<file path="src/rtl/or32_selftest.sv">
// Built-in self-test engine for the ALU32 bitwise OR unit: drives operands, checks In1 | In2
// against the unit's result and reports error count, first failing index and pass/fail.
module or32_selftest #(
    parameter logic [31:0] SEED    = 32'h1234_5678,
    parameter int unsigned COUNT_W = 16,
    parameter int unsigned DUT_LAT = 0
) (
    input  logic               Clk,
    input  logic               Rst,
    input  logic               Start,
    input  logic [COUNT_W-1:0] NumVectors,
    output logic [31:0]        In1,
    output logic [31:0]        In2,
    input  logic [31:0]        DutOut,
    output logic               Busy,
    output logic               Done,
    output logic               Pass,
    output logic [COUNT_W-1:0] ErrCount,
    output logic [COUNT_W-1:0] FirstFailIdx
);

    localparam logic [1:0] StIdle = 2'd0;
    localparam logic [1:0] StRun  = 2'd1;
    localparam logic [1:0] StDone = 2'd2;

    localparam logic [31:0]        LfsrMask = 32'h8020_0003;
    localparam logic [2:0]         Lat      = 3'(DUT_LAT);
    localparam logic [COUNT_W-1:0] AllOnes  = '1;

    function automatic logic [31:0] lfsr_step(input logic [31:0] s);
        return s[0] ? ((s >> 1) ^ LfsrMask) : (s >> 1);
    endfunction

    logic [1:0]         state_q, state_d;
    logic [31:0]        in1_q, in1_d;
    logic [31:0]        in2_q, in2_d;
    logic [31:0]        exp_q, exp_d;
    logic [31:0]        lfsr1_q, lfsr1_d;
    logic [31:0]        lfsr2_q, lfsr2_d;
    logic [COUNT_W-1:0] idx_q, idx_d;
    logic [COUNT_W-1:0] num_q, num_d;
    logic [COUNT_W-1:0] err_q, err_d;
    logic [COUNT_W-1:0] ffi_q, ffi_d;
    logic [2:0]         wait_q, wait_d;

    logic [COUNT_W-1:0] nxt_idx;
    logic [31:0]        vec_a, vec_b;
    logic               vec_rand;

    // Operands for the vector following the current one; indices >= 4 come from the LFSRs.
    always_comb begin
        nxt_idx  = idx_q + COUNT_W'(1);
        vec_a    = lfsr1_q;
        vec_b    = lfsr2_q;
        vec_rand = 1'b0;
        if (nxt_idx == COUNT_W'(1)) begin
            vec_a = 32'hFFFF_FFFF;
            vec_b = 32'h0000_0000;
        end else if (nxt_idx == COUNT_W'(2)) begin
            vec_a = 32'hAAAA_AAAA;
            vec_b = 32'h5555_5555;
        end else if (nxt_idx == COUNT_W'(3)) begin
            vec_a = 32'hFFFF_FFFF;
            vec_b = 32'hFFFF_FFFF;
        end else begin
            vec_rand = 1'b1;
        end
    end

    always_comb begin
        state_d = state_q;
        in1_d   = in1_q;
        in2_d   = in2_q;
        exp_d   = exp_q;
        lfsr1_d = lfsr1_q;
        lfsr2_d = lfsr2_q;
        idx_d   = idx_q;
        num_d   = num_q;
        err_d   = err_q;
        ffi_d   = ffi_q;
        wait_d  = wait_q;
        case (state_q)
            StIdle, StDone: begin
                if (Start) begin
                    err_d   = '0;
                    ffi_d   = AllOnes;
                    lfsr1_d = SEED;
                    lfsr2_d = ~SEED;
                    if (NumVectors == '0) begin
                        state_d = StDone;
                    end else begin
                        num_d   = NumVectors;
                        idx_d   = '0;
                        in1_d   = 32'h0;
                        in2_d   = 32'h0;
                        exp_d   = 32'h0;
                        wait_d  = Lat;
                        state_d = StRun;
                    end
                end
            end
            StRun: begin
                if (wait_q != 3'd0) begin
                    wait_d = wait_q - 3'd1;
                end else begin
                    if (DutOut != exp_q) begin
                        if (err_q != AllOnes) err_d = err_q + COUNT_W'(1);
                        if (err_q == '0) ffi_d = idx_q;
                    end
                    if (idx_q == num_q - COUNT_W'(1)) begin
                        state_d = StDone;
                        in1_d   = 32'h0;
                        in2_d   = 32'h0;
                        exp_d   = 32'h0;
                    end else begin
                        idx_d  = nxt_idx;
                        in1_d  = vec_a;
                        in2_d  = vec_b;
                        exp_d  = vec_a | vec_b;
                        wait_d = Lat;
                        if (vec_rand) begin
                            lfsr1_d = lfsr_step(lfsr1_q);
                            lfsr2_d = lfsr_step(lfsr2_q);
                        end
                    end
                end
            end
            default: state_d = StIdle;
        endcase
    end

    always_ff @(posedge Clk) begin
        if (Rst) begin
            state_q <= StIdle;
            in1_q   <= 32'h0;
            in2_q   <= 32'h0;
            exp_q   <= 32'h0;
            lfsr1_q <= SEED;
            lfsr2_q <= ~SEED;
            idx_q   <= '0;
            num_q   <= '0;
            err_q   <= '0;
            ffi_q   <= AllOnes;
            wait_q  <= 3'd0;
        end else begin
            state_q <= state_d;
            in1_q   <= in1_d;
            in2_q   <= in2_d;
            exp_q   <= exp_d;
            lfsr1_q <= lfsr1_d;
            lfsr2_q <= lfsr2_d;
            idx_q   <= idx_d;
            num_q   <= num_d;
            err_q   <= err_d;
            ffi_q   <= ffi_d;
            wait_q  <= wait_d;
        end
    end

    assign In1          = in1_q;
    assign In2          = in2_q;
    assign Busy         = (state_q == StRun);
    assign Done         = (state_q == StDone);
    assign Pass         = Done && (err_q == '0);
    assign ErrCount     = err_q;
    assign FirstFailIdx = ffi_q;

endmodule
</file>
<file path="config.mk">
export PLATFORM = sky130hd
export DESIGN_NAME = or32_selftest
export DESIGN_NICKNAME = d
export VERILOG_FILES = /design/src/rtl/or32_selftest.sv
export SDC_FILE = /design/constraint.sdc
export NUM_CORES = 1
export LEC_CHECK = 0
export ABC_AREA = 1
export CAP_MARGIN = 20
export CELL_PAD_IN_SITES_DETAIL_PLACEMENT = 0
export CELL_PAD_IN_SITES_GLOBAL_PLACEMENT = 1
export CORE_MARGIN = 2
export CORE_UTILIZATION = 39
export CTS_BUF_LIST = sky130_fd_sc_hd__clkbuf_8 sky130_fd_sc_hd__clkbuf_16
export DETAILED_ROUTE_END_ITERATION = 12
export PLACE_DENSITY_LB_ADDON = 0.1
export SYNTH_ARGS = -nofsm -noshare
export SYNTH_HDL_FRONTEND = slang
export SYNTH_SLANG_ARGS = --single-unit
</file>
<file path="constraint.sdc">
create_clock -name Clk -period 3.3 [get_ports Clk]
set_clock_uncertainty 0.1 [all_clocks]
set_input_delay 0.825 -clock Clk [delete_from_list [all_inputs] [get_ports Clk]]
set_output_delay 0.825 -clock Clk [all_outputs]
set_load 0.01 [all_outputs]
</file>
==> impl_metrics.ini, run 1 <==
[status]
outcome = complete, no violations

[grt]
grt_use_met3_pct = 2.749
grt_usage_pct = 23.52
globalRouteMet2Util_pct = 35.41
grt_max_degree = 91
first_global_vias = 10700
grt_overflow = 0
grt_util_met1_pct = 36.11
top_usage_layer = met1
antenna_found_initial = 0
grt_pass1_wl_um = 59050

[synthesis]
synth_adder_area_share_pct = 0.9619
syn-cell-area_um2 = 11710
synth_cells = 1818
synth-compound-area-share_pct = 7.963
yosys.area_share.simple_pct = 39.51
avgSynthCellArea_um2 = 6.439
synth_cell_type_count = 35
synth_edf_count = 0
synth.area.mux_share_pct = 0
yosys_warnings = 0
ys_seq_area_share_pct = 39.16
synth_fp_nets = 1878
ys_ff_latch = 229
synth_top_family_by_area = simple AND/OR/NAND/NOR gates
async_reset_ff_share_pct = 0
synthFlopType = dfxtp_1
synthXorXnorAreaFrac_pct = 3.068

[setup_path]
r2r_slack_ps = 360
start_kind = register
path_class = reg2out
end_kind = primary output
required_ps = 2370
path_max_fanout = 5
arrival_ps = 2210

[pwr]
p_leak_uw = 0.006475
peakVddDrop_v = 0.0003158
p_switching_uw = 2389
combPwrFrac_pct = 20.8
seq_power_share_pct = 39.4
swShare_pct = 29.86
power.density_nw_per_um2 = 549.3
clock_power_share_pct = 39.8
internal_power_uw = 5611

[floorplanning]
start_util_pct = 39.60
fp-row-count = 63
fp.coreArea_um2 = 29560
die_y_um = 177.3
dieArea_um2 = 31420
die_x_um = 177.3
ios = 150

[cts]
root_buffer = clkbuf_16
post_cts_buffers = 0
cts_max_level = 1
cts_resized = 0
cts_hold_buf = 0
cts_made_buffers = 26
insertion_delay_ps = 550
clock-sinks = 229
cts_tree = built
clkSlewWorstSetupHoldPaths_ps = 60
clockBufferDepth = 3

[sta]
final-hold-violation-count = 0
slew_headroom_pct = 48.89
finalWorstSetupSlack_ps = 167.0
setup_viol = 0
fin_crit_ps = 3133
fin_tns_setup_ps = 0
rsz0062_at_grt = false
drv_slew = 0
fin_crit_sh_pct = 94.94
fmax_ghz = 0.3192
tightest_slew_ps = 766.7

[finish]
area_growth_pct = 24.41
final_common_cell = nand2_1
layout_common_cells = nand2_1, nand3_1, dfxtp_1
final_layout_size_suffix_gt1_share_pct = 5.795
diodes = 0
final_nets = 1991

[placement]
io_buffers = 149
dpl.hpwl_um = 26420
gp_congestion = 0.8455
dp_worst_setup_slack_ps = 85.61

[detailed_routing]
routed_via_density = 4.988
routedWlPerCell_um = 15.97
drc = 0
drtIter0Drc = 734
wl_um = 37370
num_vias = 11670
postRouteAntennaNets = 0
first_pass_iters = 5

[min_path]
hold_path_class = reg2reg

[job]
drv_cap = 0
-- stage by stage --
step           total power (uW)  instances  utilization [%]  instance area (um^2)  hold WS [ps]
2_1_floorplan              4262       1818                -                 11710         320.0
3_3_place_gp               4861       2293            46.03                 13610         328.7
3_5_place_dp               4870       2293            46.03                 13610         333.6
4_1_cts                    8069       2340            49.22                 14550         350.3
5_1_grt                    8416       2340            49.27                 14560         376.8
6_report                   8000       2340            49.27                 14560         353.3
-- power groups by stage --
stage / sequential, uW / clock [uW] / combinational [uW]
floorplan: 3200 / 0 / 1060
finish: 3150 / 3180 / 1660
global route: 3180 / 3360 / 1880
global placement: 3210 / 0 / 1660
CTS: 3150 / 3250 / 1670
detailed placement: 3210 / 0 / 1660
-- cell usage after synthesis, types with 2 or more instances --
| master | instances | area share, % |
|---|---|---|
| buf_1 | 5 | 0.16 |
| xor2_1 | 25 | 1.9 |
| inv_1 | 162 | 5.2 |
| clkbuf_1 | 53 | 1.7 |
| nand3b_1 | 12 | 0.77 |
| nand4_1 | 21 | 1.1 |
| buf_2 | 30 | 1.3 |
| nand2_2 | 4 | 0.21 |
| buf_6 | 6 | 0.58 |
| o21ai_2 | 2 | 0.15 |
| clkinv_1 | 3 | 0.096 |
| a21oi_1 | 128 | 5.5 |
| nor4_1 | 9 | 0.48 |
| o22ai_1 | 2 | 0.11 |
| xnor2_1 | 16 | 1.2 |
| nor2_1 | 172 | 5.5 |
| nand2_1 | 602 | 19 |
| or2_2 | 6 | 0.32 |
| nand3_1 | 231 | 9.9 |
| nor3_1 | 16 | 0.68 |
| dfxtp_1 | 229 | 39 |
| nor2_4 | 4 | 0.38 |
| o21ai_1 | 5 | 0.21 |
| o21ai_0 | 41 | 1.8 |
| buf_4 | 3 | 0.19 |
| nor2_2 | 10 | 0.53 |
| nor3_2 | 2 | 0.17 |
| inv_2 | 4 | 0.13 |
| ha_1 | 9 | 0.96 |
-- registers in the layout, indices dropped and copies added (netlist names) --
name          count
wait_q            3
lfsr1_q          32
num_q            16
In1              32
state_q           2
idx_q            16
FirstFailIdx     16
exp_q            32
ErrCount         16
In2              32
lfsr2_q          32
-- path summary, 6_finish.rpt --
check | start | end | cells after the start
max | ErrCount[2] | Pass | 6
min | lfsr1_q[9] | lfsr1_q[9] | 2
max reg2reg | num_q[1] | exp_q[2] | 17
min reg2reg | lfsr1_q[9] | lfsr1_q[9] | 2
-- kinds of logic after synthesis --
family          count (synthesis)
buf+inv                       266
simple gates                 1091
compound gates                182
xor+xnor                       41
fa+ha+maj                       9
flops                         229
-- metal layers --
metal / routed length (um) / up-vias / part of all wire (%)
met4: 435 / 0 / 1.2
li1: - / 5990 / -
met2: 15930 / 252 / 43
met3: 1915 / 35 / 5.1
met1: 19090 / 5395 / 51
met5: 0 / - / 0
-- critical path: stages, from the launching register on --
cell	delay [ps]
dfxtp_1	340
inv_1	140
nand2_1	90
nor4_2	210
nand4_1	120
nor3_1	200
clkdlybuf4s50_1	580
-- cell type report --
type	instances	area, um^2
clock buffers	30	705.7
clock inverters	17	239.0
fillers	3108	15000
inverters	169	634.4
multi-input cells	1323	6063
flip-flops and latches	229	4584
well taps	390	488.0
repair buffers	182	1849
No activity file was read; power rests on OpenSTA's default activity.
==> inputs of run 2 (changes only) <==
CAP_MARGIN = 0   (was 20)
==> results of run 2 <==
No change in the layout: final DEF, timing and power equal those of run 1.
==> inputs of run 3 (changes only) <==
CORE_MARGIN = unset   (was 2)
==> run 3 against run 2 <==
Worst setup slack better by 42 ps. Cell count is 0.13% higher. Fmax is 1.4% higher. Via count is 1.1% higher. First-iteration DRC count is 27% higher. Global-route usage is 1.2 points higher. Register-to-register slack better by 30 ps. Combinational power hardly changed. Critical endpoint unchanged.
==> impl_metrics.ini, run 3 (synthesis results as in run 1) <==
[floorplanning]
start_util_pct = 39.60
ios = 150
fp-row-count = 63
die_x_um = 175.3
dieArea_um2 = 30710
fp.coreArea_um2 = 29560
die_y_um = 175.3

[cts]
root_buffer = clkbuf_16
cts_tree = built
cts_hold_buf = 0
clockBufferDepth = 3
cts_max_level = 1
clkSlewWorstSetupHoldPaths_ps = 60
post_cts_buffers = 0
insertion_delay_ps = 530
cts_made_buffers = 27
clock-sinks = 229

[min_path]
hold_path_class = reg2reg

[placement]
dpl.hpwl_um = 26410
io_buffers = 149
dp_worst_setup_slack_ps = 55.73
gp_congestion = 0.8470

[grt]
antenna_found_initial = 0
grt_overflow = 0
first_global_vias = 11060
grt_max_degree = 85
grt_usage_pct = 24.73
grt_pass1_wl_um = 60940

[detailed_routing]
drc = 0
routedWlPerCell_um = 16.03
postRouteAntennaNets = 0
num_vias = 11800
wl_um = 37550
drtIter0Drc = 934
first_pass_iters = 5
routed_via_density = 5.035

[finish]
final_common_cell = nand2_1
final_layout_size_suffix_gt1_share_pct = 5.940
diodes = 0
final_nets = 1997
area_growth_pct = 23.43
layout_common_cells = nand2_1, nand3_1, dfxtp_1

[setup_path]
start_kind = register
path_max_fanout = 5
path_class = reg2out
required_ps = 2370
arrival_ps = 2170
end_kind = primary output

[sta]
rsz0062_at_grt = false
slew_headroom_pct = 34.78
finalWorstSetupSlack_ps = 209.4
setup_viol = 0
tightest_slew_ps = 978.4
fin_crit_sh_pct = 93.66
fmax_ghz = 0.3236
fin_crit_ps = 3091
fin_tns_setup_ps = 0
final-hold-violation-count = 0
drv_slew = 0
holdWs_ps = 355.8

[status]
outcome = complete, no violations

[pwr]
peakVddDrop_v = 0.0003685
power.density_nw_per_um2 = 525.4
p_leak_uw = 0.006426

[job]
drv_cap = 0
-- run 3: changes by cell type in the layout (fill, tap and decap cells not counted) --
cell / delta
buf_12: -1
buf_4: +6
bufinv_16: -6
clkbuf_16: +1
clkbuf_8: +1
clkinv_2: +1
clkinv_8: -1
clkinvlp_4: +2
inv_2: -1
inv_6: +1
o21ai_2: +1
o21ai_4: -1
-- run 3: worst paths after layout --
path / startpoint / cells past startpoint / slack (ps) / endpoint
min: lfsr1_q[3] / 2 / 360 / lfsr1_q[3]
max reg2reg: num_q[1] / 14 / 390 / idx_q[15]
min reg2reg: lfsr1_q[3] / 2 / 360 / lfsr1_q[3]
max: ErrCount[2] / 6 / 210 / Pass
-- run 3: area by class of cell --
class | instances | area (um^2)
Inverter | 169 | 634.4
Clock inverter | 13 | 67.56
Multi-Input combinational cell | 1323 | 6056
Timing Repair Buffer | 187 | 1874
Clock buffer | 32 | 744.5
Sequential cell | 229 | 4584
Fill cell | 3138 | 15110
Tap cell | 390 | 488.0
-- run 3: metal layers --
metal	routed length, um	GRT usage, %	vias up
li1	-	-	6005
met1	19220	37.62	5456
met3	1873	2.900	46
met2	15740	37.09	290
met4	720	5.145	0
met5	0	0	-
-- run 3: metrics by stage --
stage / total power (uW) / cell area [um^2] / utilization (%) / cells
2_1_floorplan: 4262 / 11710 / - / 1818
3_3_place_gp: 4875 / 13630 / 46.11 / 2298
3_5_place_dp: 4881 / 13630 / 46.11 / 2298
4_1_cts: 7660 / 14440 / 48.86 / 2343
5_1_grt: 8010 / 14450 / 48.88 / 2343
6_report: 7592 / 14450 / 48.88 / 2343
-- run 3: report_power, final --
part	internal (uW)	switching (uW)	total, uW
Combinational	630	1050	1680
Sequential	3000	153	3150
Clock	1590	1180	2760
-- run 3: worst max-delay path, stage by stage (launching register included) --
cell and delay, ps:
dfxtp_1 350, inv_1 150, nand2_1 80, nor4_2 200, nand4_1 120, nor3_1 170, clkdlybuf4s50_1 570
-- run 3: repair_timing --
item                                    4_1_cts  5_1_grt
gates resized for setup                       0        1
endpoints found under the setup margin        0        1
hold endpoints to repair                      0        0
